### src/rtl/regfile_write_arbiter_if.sv
// rtl/regfile_write_arbiter_if.sv - writeback request / regfile write-port bundle
//
// Groups the two writeback requesters' valid/ready handshakes together with
// the registered regfile write port and the status outputs.
//   master : requester/regfile side (drives requests, observes write port)
//   slave  : arbiter side (accepts requests, drives write port and status)
//
// Signals:
//   Req0Valid/Req0Reg/Req0Data/Req0Ready  ALU writeback handshake
//   Req1Valid/Req1Reg/Req1Data/Req1Ready  load/multi-cycle writeback handshake
//   RegWrite/WriteRegister/WriteData      registered regfile write port
//   Busy                                  clear sweep in progress
//   WriteCount                            saturating committed-write count
interface regfile_write_arbiter_if #(
    parameter int WIDTH = 32,
    parameter int AW    = 5,
    parameter int CW    = 16
);
    logic             Req0Valid;
    logic [AW-1:0]    Req0Reg;
    logic [WIDTH-1:0] Req0Data;
    logic             Req0Ready;
    logic             Req1Valid;
    logic [AW-1:0]    Req1Reg;
    logic [WIDTH-1:0] Req1Data;
    logic             Req1Ready;
    logic             RegWrite;
    logic [AW-1:0]    WriteRegister;
    logic [WIDTH-1:0] WriteData;
    logic             Busy;
    logic [CW-1:0]    WriteCount;

    modport master (
        output Req0Valid, Req0Reg, Req0Data,
        input  Req0Ready,
        output Req1Valid, Req1Reg, Req1Data,
        input  Req1Ready,
        input  RegWrite, WriteRegister, WriteData, Busy, WriteCount
    );

    modport slave (
        input  Req0Valid, Req0Reg, Req0Data,
        output Req0Ready,
        input  Req1Valid, Req1Reg, Req1Data,
        output Req1Ready,
        output RegWrite, WriteRegister, WriteData, Busy, WriteCount
    );
endinterface

### src/rtl/regfile_write_arbiter.sv
// rtl/regfile_write_arbiter.sv - regfile write-port owner: clear sweep + round-robin writeback arbiter
//
// After reset, writes zero to registers 1..2**AW-1 (one per cycle), then
// shares the single write port between two writeback requesters with
// round-robin arbitration. A grant is registered onto the write port one
// cycle later. Writes to register 0 are accepted but never issued.
//
// Ports:
//   Clk      clock, all state on posedge
//   Reset_n  asynchronous active-low reset
//   bus      regfile_write_arbiter_if.slave (requests, write port, status)
module regfile_write_arbiter #(
    parameter int WIDTH          = 32,
    parameter int AW             = 5,
    parameter int CLEAR_ON_RESET = 1,
    parameter int CW             = 16
) (
    input logic                    Clk,
    input logic                    Reset_n,
    regfile_write_arbiter_if.slave bus
);

    typedef enum logic {
        ST_CLEAR = 1'b0,
        ST_RUN   = 1'b1
    } state_t;

    localparam state_t RESET_STATE = (CLEAR_ON_RESET != 0) ? ST_CLEAR : ST_RUN;

    state_t           state, state_next;
    logic [AW-1:0]    clear_idx, clear_idx_next;
    logic             last, last_next;
    logic             reg_write, reg_write_next;
    logic [AW-1:0]    write_register, write_register_next;
    logic [WIDTH-1:0] write_data, write_data_next;
    logic [CW-1:0]    count, count_next;
    logic             grant0, grant1;

    always_ff @(posedge Clk or negedge Reset_n) begin
        if (!Reset_n) begin
            state          <= RESET_STATE;
            clear_idx      <= AW'(1);
            last           <= 1'b1;
            reg_write      <= 1'b0;
            write_register <= '0;
            write_data     <= '0;
            count          <= '0;
        end else begin
            state          <= state_next;
            clear_idx      <= clear_idx_next;
            last           <= last_next;
            reg_write      <= reg_write_next;
            write_register <= write_register_next;
            write_data     <= write_data_next;
            count          <= count_next;
        end
    end

    always_comb begin
        state_next          = state;
        clear_idx_next      = clear_idx;
        last_next           = last;
        reg_write_next      = 1'b0;
        write_register_next = write_register;
        write_data_next     = write_data;
        count_next          = count;
        grant0              = 1'b0;
        grant1              = 1'b0;

        case (state)
            ST_CLEAR: begin
                reg_write_next      = 1'b1;
                write_register_next = clear_idx;
                write_data_next     = '0;
                clear_idx_next      = clear_idx + 1'b1;
                if (clear_idx == {AW{1'b1}}) begin
                    state_next = ST_RUN;
                end
            end
            ST_RUN: begin
                // On a tie, the requester that did not win last time goes next.
                grant0 = bus.Req0Valid && (!bus.Req1Valid || last);
                grant1 = bus.Req1Valid && (!bus.Req0Valid || !last);
                if (grant0) begin
                    reg_write_next      = |bus.Req0Reg;
                    write_register_next = bus.Req0Reg;
                    write_data_next     = bus.Req0Data;
                    last_next           = 1'b0;
                    if ((|bus.Req0Reg) && (count != {CW{1'b1}})) begin
                        count_next = count + 1'b1;
                    end
                end else if (grant1) begin
                    reg_write_next      = |bus.Req1Reg;
                    write_register_next = bus.Req1Reg;
                    write_data_next     = bus.Req1Data;
                    last_next           = 1'b1;
                    if ((|bus.Req1Reg) && (count != {CW{1'b1}})) begin
                        count_next = count + 1'b1;
                    end
                end
            end
            default: begin
                state_next = RESET_STATE;
            end
        endcase
    end

    assign bus.Req0Ready     = grant0;
    assign bus.Req1Ready     = grant1;
    assign bus.RegWrite      = reg_write;
    assign bus.WriteRegister = write_register;
    assign bus.WriteData     = write_data;
    assign bus.Busy          = (state == ST_CLEAR);
    assign bus.WriteCount    = count;

endmodule

### src/flat_wrapper.sv
// flat-port wrapper written by rule: the top's interface ports become plain ports
module regfile_write_arbiter_flat 
#(
    parameter int WIDTH          = 32,
    parameter int AW             = 5,
    parameter int CLEAR_ON_RESET = 1,
    parameter int CW             = 16
)
  (Clk, Reset_n, bus_Req0Valid, bus_Req0Reg, bus_Req0Data, bus_Req0Ready, bus_Req1Valid, bus_Req1Reg, bus_Req1Data, bus_Req1Ready, bus_RegWrite, bus_WriteRegister, bus_WriteData, bus_Busy, bus_WriteCount);
  regfile_write_arbiter_if #(.WIDTH(WIDTH), .AW(AW), .CW(CW)) bus_i ();
  input logic Clk;
  input logic Reset_n;
  input wire logic [$bits(bus_i.Req0Valid)-1:0] bus_Req0Valid;
  input wire logic [$bits(bus_i.Req0Reg)-1:0] bus_Req0Reg;
  input wire logic [$bits(bus_i.Req0Data)-1:0] bus_Req0Data;
  output wire logic [$bits(bus_i.Req0Ready)-1:0] bus_Req0Ready;
  input wire logic [$bits(bus_i.Req1Valid)-1:0] bus_Req1Valid;
  input wire logic [$bits(bus_i.Req1Reg)-1:0] bus_Req1Reg;
  input wire logic [$bits(bus_i.Req1Data)-1:0] bus_Req1Data;
  output wire logic [$bits(bus_i.Req1Ready)-1:0] bus_Req1Ready;
  output wire logic [$bits(bus_i.RegWrite)-1:0] bus_RegWrite;
  output wire logic [$bits(bus_i.WriteRegister)-1:0] bus_WriteRegister;
  output wire logic [$bits(bus_i.WriteData)-1:0] bus_WriteData;
  output wire logic [$bits(bus_i.Busy)-1:0] bus_Busy;
  output wire logic [$bits(bus_i.WriteCount)-1:0] bus_WriteCount;
  assign bus_i.Req0Valid = bus_Req0Valid;
  assign bus_i.Req0Reg = bus_Req0Reg;
  assign bus_i.Req0Data = bus_Req0Data;
  assign bus_Req0Ready = bus_i.Req0Ready;
  assign bus_i.Req1Valid = bus_Req1Valid;
  assign bus_i.Req1Reg = bus_Req1Reg;
  assign bus_i.Req1Data = bus_Req1Data;
  assign bus_Req1Ready = bus_i.Req1Ready;
  assign bus_RegWrite = bus_i.RegWrite;
  assign bus_WriteRegister = bus_i.WriteRegister;
  assign bus_WriteData = bus_i.WriteData;
  assign bus_Busy = bus_i.Busy;
  assign bus_WriteCount = bus_i.WriteCount;
  regfile_write_arbiter #(.WIDTH(WIDTH), .AW(AW), .CLEAR_ON_RESET(CLEAR_ON_RESET), .CW(CW)) u_core (.Clk(Clk), .Reset_n(Reset_n), .bus(bus_i));
endmodule
### config.mk
export PLATFORM = sky130hd
export DESIGN_NAME = regfile_write_arbiter_flat
export DESIGN_NICKNAME = d
export VERILOG_FILES = /design/src/rtl/regfile_write_arbiter_if.sv /design/src/rtl/regfile_write_arbiter.sv /design/src/flat_wrapper.sv
export SDC_FILE = /design/constraint.sdc
export NUM_CORES = 1
export LEC_CHECK = 0
export ABC_AREA = 1
export BUFFER_PORTS_ARGS = -buffer_cell sky130_fd_sc_hd__buf_2
export CAP_MARGIN = 20
export CORE_ASPECT_RATIO = 0.8
export CORE_MARGIN = 1.5
export CORE_UTILIZATION = 40
export CTS_CLUSTER_DIAMETER = 50
export DETAILED_ROUTE_END_ITERATION = 10
export PLACE_DENSITY = 0.69
export SYNTH_ARGS = -nofsm -noshare
export SYNTH_HDL_FRONTEND = slang
export SYNTH_SLANG_ARGS = --single-unit
### constraint.sdc
create_clock -name Clk -period 2.3 [get_ports Clk]
set_clock_uncertainty 0.1 [all_clocks]
set_input_delay 0.115 -clock Clk [delete_from_list [all_inputs] [get_ports Clk]]
set_output_delay 0.115 -clock Clk [all_outputs]
set_load 0.02 [all_outputs]
==> summary.md, run 1 <==
| Metric | Value |
|---|---|
| F_max | 452 MHz |
| I/O Pins | 135 |
| Clock Sinks | 61 |
| Horizontal extent of the die | 104 um |
| Synth Warn # | 0 |
| Global-route wire length before repair | 16600 um |
| Leading cell types by total area after synthesis | sky130_fd_sc_hd__dfrtp_1, sky130_fd_sc_hd__nand2_1, sky130_fd_sc_hd__nor2_1, sky130_fd_sc_hd__o31ai_1, sky130_fd_sc_hd__nand3_1 |
| Number of setup violations in the final report | 0 |
| # Post-CTS Setup Buffers | 0 |
| Fraction of final layout cells with drive strength greater than 1 | 27.6% |
| Cell type with the largest total area after synthesis | sky130_fd_sc_hd__dfrtp_1 |
| Final HPWL from detailed placement | 6240 um |
| Clock tree from TritonCTS | built |
| Net count of the mapped netlist | 496 |
| DR vias/cell | 4.89 |
| Run status | finished clean |
| Cell count after synthesis | 415 |
| Kind of capture point of the worst setup path | register |
| Clock root cell | sky130_fd_sc_hd__clkbuf_8 |
| Total negative slack | 0 ns |
| Remaining global-route overflow | 0 |
| Setup repair after global routing missed its margin | no |
| Post-detailed-route wirelength per cell | 13.5 um |
| Post-layout nets | 698 |
| Number of max-cap violations | 0 |
| Share of the synthesized area in the top cell type | 45.6% |
| Period utilisation layout | 96.3% |
| Die boundary height | 83.4 um |
| Mean cell area of the mapped netlist | 7.79 sq um |
| Total wire length after detailed routing | 9830 um |
| Total CTS buffers | 9 |
| Area of the die | 8640 sq um |
| Pwr/cell area | 613 nW/um^2 |
| Maximum clock path buffer count | 2 |
| Maximum VDD drop | 270 uV |
| Total leakage power | 0.00247 uW |
| Worst Path Class, Setup | input pin to register |
| RD Place Congestion | 0.807 |
| H-tree depth | 3 |
| TritonRoute pass-1 iters | 4 |
| Commonest cells after routing, fill and taps aside | sky130_fd_sc_hd__nand2_1, sky130_fd_sc_hd__buf_2, sky130_fd_sc_hd__nor2_1 |
| Global routing usage summed across all routing layers | 23.9% |
| Max-slew headroom at the worst pin | 51.0% |
| Summed instance area of the synthesized netlist | 3230 sq um |
| Tot Pwr | 2980 uW |
| Number of nets with antenna violations after routing | 0 |
| Number of I/O port buffers | 134 |
| CP Launch Type | input pin |
| Number of hold violations in the final report | 0 |
| Data arrival time at the worst-slack endpoint | 2.38 ns |
| Clock latency on the worst-skew pair | 0.32 ns |
| Row cnt | 29 |
| Worst Hold Class | input pin to register |
| Via count | 3557 |
| Most common cell after layout, fill and taps aside | sky130_fd_sc_hd__nand2_1 |
| Clk pin slew, worst setup/hold paths | 0.06 ns |
| Std-Cell Core Area | 7870 sq um |
| Count of unresolved DRC violations after routing | 0 |
| Data required time of the critical path | 2.46 ns |
| Drt first-iter violations | 156 |
| Antenna violations before repair | 0 |
| Time the final worst path needs with I/O delays and setup | 2.21 ns |
| Worst slew pin tran | 0.735 ns |
| Maximum number of pins on one net before global-route repair | 39 |
| Initial Util | 41.1% |
| Area Overhead vs Synth | 50.2% |
| Max FO, Critical Path | 38 |
| Count of pins over their slew limit | 0 |
| Sequential fraction of the synthesis area | 47.3% |
| Antenna diode instance count | 0 |
| FF+latch count, synth | 61 |
| Number of global-route vias before repair | 3613 |
| Distinct cells, synth | 28 |
## through the flow
step           hold WS (ns)  setup slack, ns  cell area, sq um  utilization [%]  cells
2_1_floorplan        -0.281            0.517              3230                -    415
3_3_place_gp          0.117            0.569              3990             50.6    644
3_5_place_dp          0.112            0.471              3990             50.6    644
4_1_cts            0.000769            0.189              4840             61.5    727
5_1_grt              0.0269          0.00861              4860             61.7    728
6_report             0.0207           0.0854              4860             61.7    728
## area by class of cell
class / instances / area, sq um
Timing Repair Buffer: 209 / 1430
Tap cell: 108 / 135
Clock inverter: 2 / 10.0
Sequential cell: 61 / 1530
Fill cell: 700 / 3020
Inverter: 20 / 77.6
Clock buffer: 12 / 155
Multi-Input combinational cell: 316 / 1530
## where the power goes
part	switching [uW]	internal, uW	leakage [uW]
Sequential	96.5	1190	0.000747
Clock	383	435	0.0000881
Combinational	491	381	0.00163
Total	970	2010	0.00247
## final timing paths
kind | start | end | slack [ns] | cells past startpoint
min in group asynchronous | Reset_n | u_core.bus.WriteRegister[1]$_DFFE_PN0P_ | 0.29 | 2
max in group asynchronous | Reset_n | u_core.bus.WriteData[31]$_DFFE_PN0P_ | 1.16 | 3
setup / recovery | bus_Req1Valid | u_core.bus.WriteData[27]$_DFFE_PN0P_ | 0.09 | 8
setup reg to reg | u_core.state$_DFF_PN0_ | u_core.bus.WriteData[20]$_DFFE_PN0P_ | 0.14 | 5
hold reg to reg | u_core.last$_DFFE_PN1P_ | u_core.last$_DFFE_PN1P_ | 0.39 | 2
hold / removal | bus_Req1Data[6] | u_core.bus.WriteData[6]$_DFFE_PN0P_ | 0.02 | 4
## state kept, by name (all words and copies together) (netlist names)
name / flops
u_core.bus.WriteCount: 16
u_core.clear_idx: 5
u_core.bus.WriteRegister: 5
u_core.bus.WriteData: 32
u_core.last: 1
u_core.bus.RegWrite: 1
u_core.state: 1
## cell usage after synthesis, drive strengths merged
| library cell | number |
|---|---|
| or2 | 1 |
| clkbuf | 3 |
| o31ai | 26 |
| xor2 | 4 |
| nand4 | 4 |
| a22o | 7 |
| nor2 | 86 |
| nand3 | 19 |
| o21ai | 14 |
| ha | 3 |
| nand2 | 141 |
| inv | 19 |
| nand3b | 3 |
| a22oi | 3 |
| buf | 15 |
| dfrtp | 59 |
| xnor2 | 3 |
| a21oi | 2 |
| clkinv | 1 |
| dfstp | 2 |
## cells by family (layout without fill, tap and decap cells)
group	after synthesis	in the layout	synth area share, %
AOI/OAI and AO/OA	52	52	11.1
xor gates and xnor gates	7	7	1.90
adders and majority gates	3	3	1.16
buffers and inverters	38	243	5.76
DFF	61	61	47.3
and+or+nand+nor	254	254	32.8
## worst max-delay path: stages
cell and delay, ns:
sky130_fd_sc_hd__dlygate4sd3_1 0.53, sky130_fd_sc_hd__buf_2 0.15, sky130_fd_sc_hd__inv_2 0.05, sky130_fd_sc_hd__o21ai_2 0.13
sky130_fd_sc_hd__buf_4 0.40, sky130_fd_sc_hd__nor2_1 0.11, sky130_fd_sc_hd__o31ai_1 0.29, sky130_fd_sc_hd__dlygate4sd3_1 0.59
## metal layers
metal  up-vias  track usage, %  wire [um]
met5         -               0          0
met4         0            10.7        325
met3        28            5.42        556
met2       144            40.5       4940
met1      1642            29.3       4010
li1       1743               -          -
## what timing repair did
action,4_1_cts,5_1_grt
resized for setup,0,3
setup endpoints to repair,0,6
hold buffers,69,1
endpoints found under the hold margin,64,1
No activity file was read; power rests on OpenSTA's default activity.
==> inputs of run 2 (changes only) <==
--- a/config.mk
+++ b/config.mk
@@ -8,7 +8,7 @@
 export ABC_AREA = 1
 export BUFFER_PORTS_ARGS = -buffer_cell sky130_fd_sc_hd__buf_2
 export CAP_MARGIN = 20
-export CORE_ASPECT_RATIO = 0.8
+export CORE_ASPECT_RATIO = 1.1
 export CORE_MARGIN = 1.5
 export CORE_UTILIZATION = 40
 export CTS_CLUSTER_DIAMETER = 50
==> run 2 against run 1 <==
Effect of this change: die area about the same; sequential share of layout area shrank 0.29 points; clock power grew 22%; largest cell class unchanged; fmax rose by 1.8%; first-iteration DRC count rose by 9.6%; setup slack improved by 0.039 ns; flip-flop and latch count unchanged; via count up 2.0%; final area increased by 0.93%; hold slack lost 0.0018 ns; critical path depth is 3 lower.
==> summary.md, run 2 (synthesis gave the netlist of run 1 again) <==
| Metric | Value |
|---|---|
| Maximum clock path buffer count | 2 (unchanged) |
| Most common cell after layout, fill and taps aside | sky130_fd_sc_hd__nand2_1 |
| Period utilisation layout | 94.6% (-1.7 points) |
| TritonRoute pass-1 iters | 5 (+1) |
| Via count | 3628 (+2.0%) |
| Count of pins over their slew limit | 0 (unchanged) |
| Worst Hold Launch | bus_Req1Reg[1] |
| Startpoint of the worst setup timing path | u_core.state$_DFF_PN0_ |
| Count of unresolved DRC violations after routing | 0 (unchanged) |
| F_max | 460 MHz (+1.8%) |
| Post-layout nets | 698 (unchanged) |
| Routed length on met1 | 4150 um (+3.3%) |
| Post-detailed-route wirelength per cell | 13.9 um (+2.8%) |
| Number of hold violations in the final report | 0 (unchanged) |
| Initial Util | 41.1% (about the same) |
| Worst hold margin | 0.0189 ns (-0.00182 ns) |
| Detailed-routed wire length on met2 | 5080 um (+2.9%) |
| Run status | finished clean |
| CP Launch Type | register |
| # Post-CTS Setup Buffers | 0 (unchanged) |
| Data required time of the critical path | 2.47 ns (about the same) |
| Cell Chain, Critical Path | nand3_2 > inv_2 > nand2_1 > o31ai_1 > dlygate4sd3_1 |
| Drt first-iter violations | 171 (+9.6%) |
| Kind of capture point of the worst setup path | register |
| RD Place Congestion | 0.863 (+6.9%) |
| Met3 wire length | 656 um (+18%) |
| Pwr/cell area | 646 nW/um^2 (+5.4%) |
| Max FO, Critical Path | 37 (-2.6%) |
| Buffers and inverters on the worst path | 2 (-3) |
| Remaining global-route overflow | 0 (unchanged) |
| Maximum single-stage delay on the critical path | 0.58 ns (about the same) |
| Die boundary height | 97.3 um (+17%) |
| Number of setup violations in the final report | 0 (unchanged) |
| Total leakage power | 0.00248 uW (+0.69%) |
| I/O Pins | 135 (unchanged) |
| Tot Pwr | 3170 uW (+6.4%) |
| Count of filler cells inserted in the layout | 668 (-4.6%) |
| Number of max-cap violations | 0 (unchanged) |
| Commonest cells after routing, fill and taps aside | sky130_fd_sc_hd__nand2_1, sky130_fd_sc_hd__buf_2, sky130_fd_sc_hd__nor2_1 |
| Max-slew headroom at the worst pin | 57.6% (+6.6 points) |
| Global routing usage summed across all routing layers | 24.6% (+0.67 points) |
| Clock latency on the worst-skew pair | 0.33 ns (about the same) |
| Clock Sinks | 61 (unchanged) |
| H-tree depth | 3 (unchanged) |
| Clock root cell | sky130_fd_sc_hd__clkbuf_8 |
| Global-route wire length before repair | 16600 um (-0.49%) |
| Master of the slowest instance on the critical path | sky130_fd_sc_hd__dlygate4sd3_1 |
| Crit-path leading delay family | buffers and inverters |
| DR vias/cell | 4.97 (+1.7%) |
| Maximum number of pins on one net before global-route repair | 39 (unchanged) |
| Antenna violations before repair | 0 (unchanged) |
| Final HPWL from detailed placement | 6360 um (+1.9%) |
| Number of nets with antenna violations after routing | 0 (unchanged) |
| Worst slew pin tran | 0.635 ns (-0.0997 ns) |
| Total CTS buffers | 9 (unchanged) |
| Number of standard cells in the final layout excluding fillers | 730 (+0.27%) |
| Row cnt | 34 (+17%) |
| Horizontal extent of the die | 88.7 um (-14%) |
| Clk pin slew, worst setup/hold paths | 0.07 ns (about the same) |
| Std-Cell Core Area | 7870 sq um (about the same) |
| Setup repair after global routing missed its margin | yes |
| Top routing layer in use | met4 |
| Maximum VDD drop | 324 uV (+20%) |
| Area Overhead vs Synth | 51.6% |
| Fraction of final layout cells with drive strength greater than 1 | 27.3% (-0.25 points) |
| Total wire length after detailed routing | 10100 um (+3.1%) |
| Worst Path Class, Setup | register to register |
| Number of I/O port buffers | 134 (unchanged) |
| Origin of the critical flop-to-flop path | u_core.state$_DFF_PN0_ |
| Max FFs per register | 32 (unchanged) |
| Data arrival time at the worst-slack endpoint | 2.34 ns (-0.04 ns) |
| Number of global-route vias before repair | 3653 (+1.1%) |
| Final core occ | 62.3% (+0.60 points) |
| Dpl cells | 643 (-0.16%) |
| Time the final worst path needs with I/O delays and setup | 2.18 ns (-0.0390 ns) |
| Antenna diode instance count | 0 (unchanged) |
| Clock tree from TritonCTS | built |
| Area of the die | 8630 sq um (about the same) |
| Worst Hold Class | input pin to register |
## run 2: repair_timing
action,4_1_cts,5_1_grt
hold buffers,71,0
endpoints found under the setup margin,0,6
endpoints found under the hold margin,61,0
resized for setup,0,2
## run 2: report_power, final
part | switching [uW] | total, uW | internal (uW)
clock network | 402 | 994 | 592
registers | 107 | 1300 | 1190
logic | 490 | 874 | 384
total | 999 | 3170 | 2170
## run 2: final timing paths
check                                                     endpoint  slack (ns)  cells past startpoint
max                           u_core.bus.WriteData[14]$_DFFE_PN0P_        0.12                      5
max reg2reg                   u_core.bus.WriteData[14]$_DFFE_PN0P_        0.12                      5
min in group asynchronous     u_core.bus.WriteCount[3]$_DFFE_PN0P_        0.21                      2
max in group asynchronous          u_core.clear_idx[0]$_DFFE_PN1N_        1.22                      3
min                        u_core.bus.WriteRegister[1]$_DFFE_PN0P_        0.02                      3
min reg2reg                                u_core.last$_DFFE_PN1P_        0.39                      2
## run 2: layout make-up
cell class | count | area [sq um] | area share [%]
Sequential cell | 61 | 1530 | 31.2
Inverter | 20 | 75.1 | 1.53
Clock inverter | 1 | 30.0 | 0.612
Multi-Input combinational cell | 316 | 1530 | 31.1
Timing Repair Buffer | 209 | 1430 | 29.2
Tap cell | 108 | 135 | 2.76
Clock buffer | 15 | 176 | 3.60
## run 2: worst min-delay path: stages
cell	delay, ns
sky130_fd_sc_hd__buf_2	0.09
sky130_fd_sc_hd__o21ai_0	0.07
sky130_fd_sc_hd__o21ai_0	0.14
## run 2: per-stage QoR
| stage | worst slack, ns | TNS [ns] | area [sq um] |
|---|---|---|---|
| 3_3_place_gp | 0.579 | 0 | 3980 |
| 4_1_cts | 0.158 | 0 | 4900 |
| 6_report | 0.124 | 0 | 4900 |
| 5_1_grt | -0.00124 | -0.00124 | 4900 |
| 2_1_floorplan | 0.517 | 0 | 3230 |
| 3_5_place_dp | 0.477 | 0 | 3980 |
## run 2: per-layer routing
| layer | up-vias | global-route usage [%] |
|---|---|---|
| met3 | 28 | 4.84 |
| met1 | 1705 | 30.2 |
| met4 | 0 | 9.98 |
| li1 | 1742 | - |
| met2 | 153 | 41.5 |
| met5 | - | 0 |
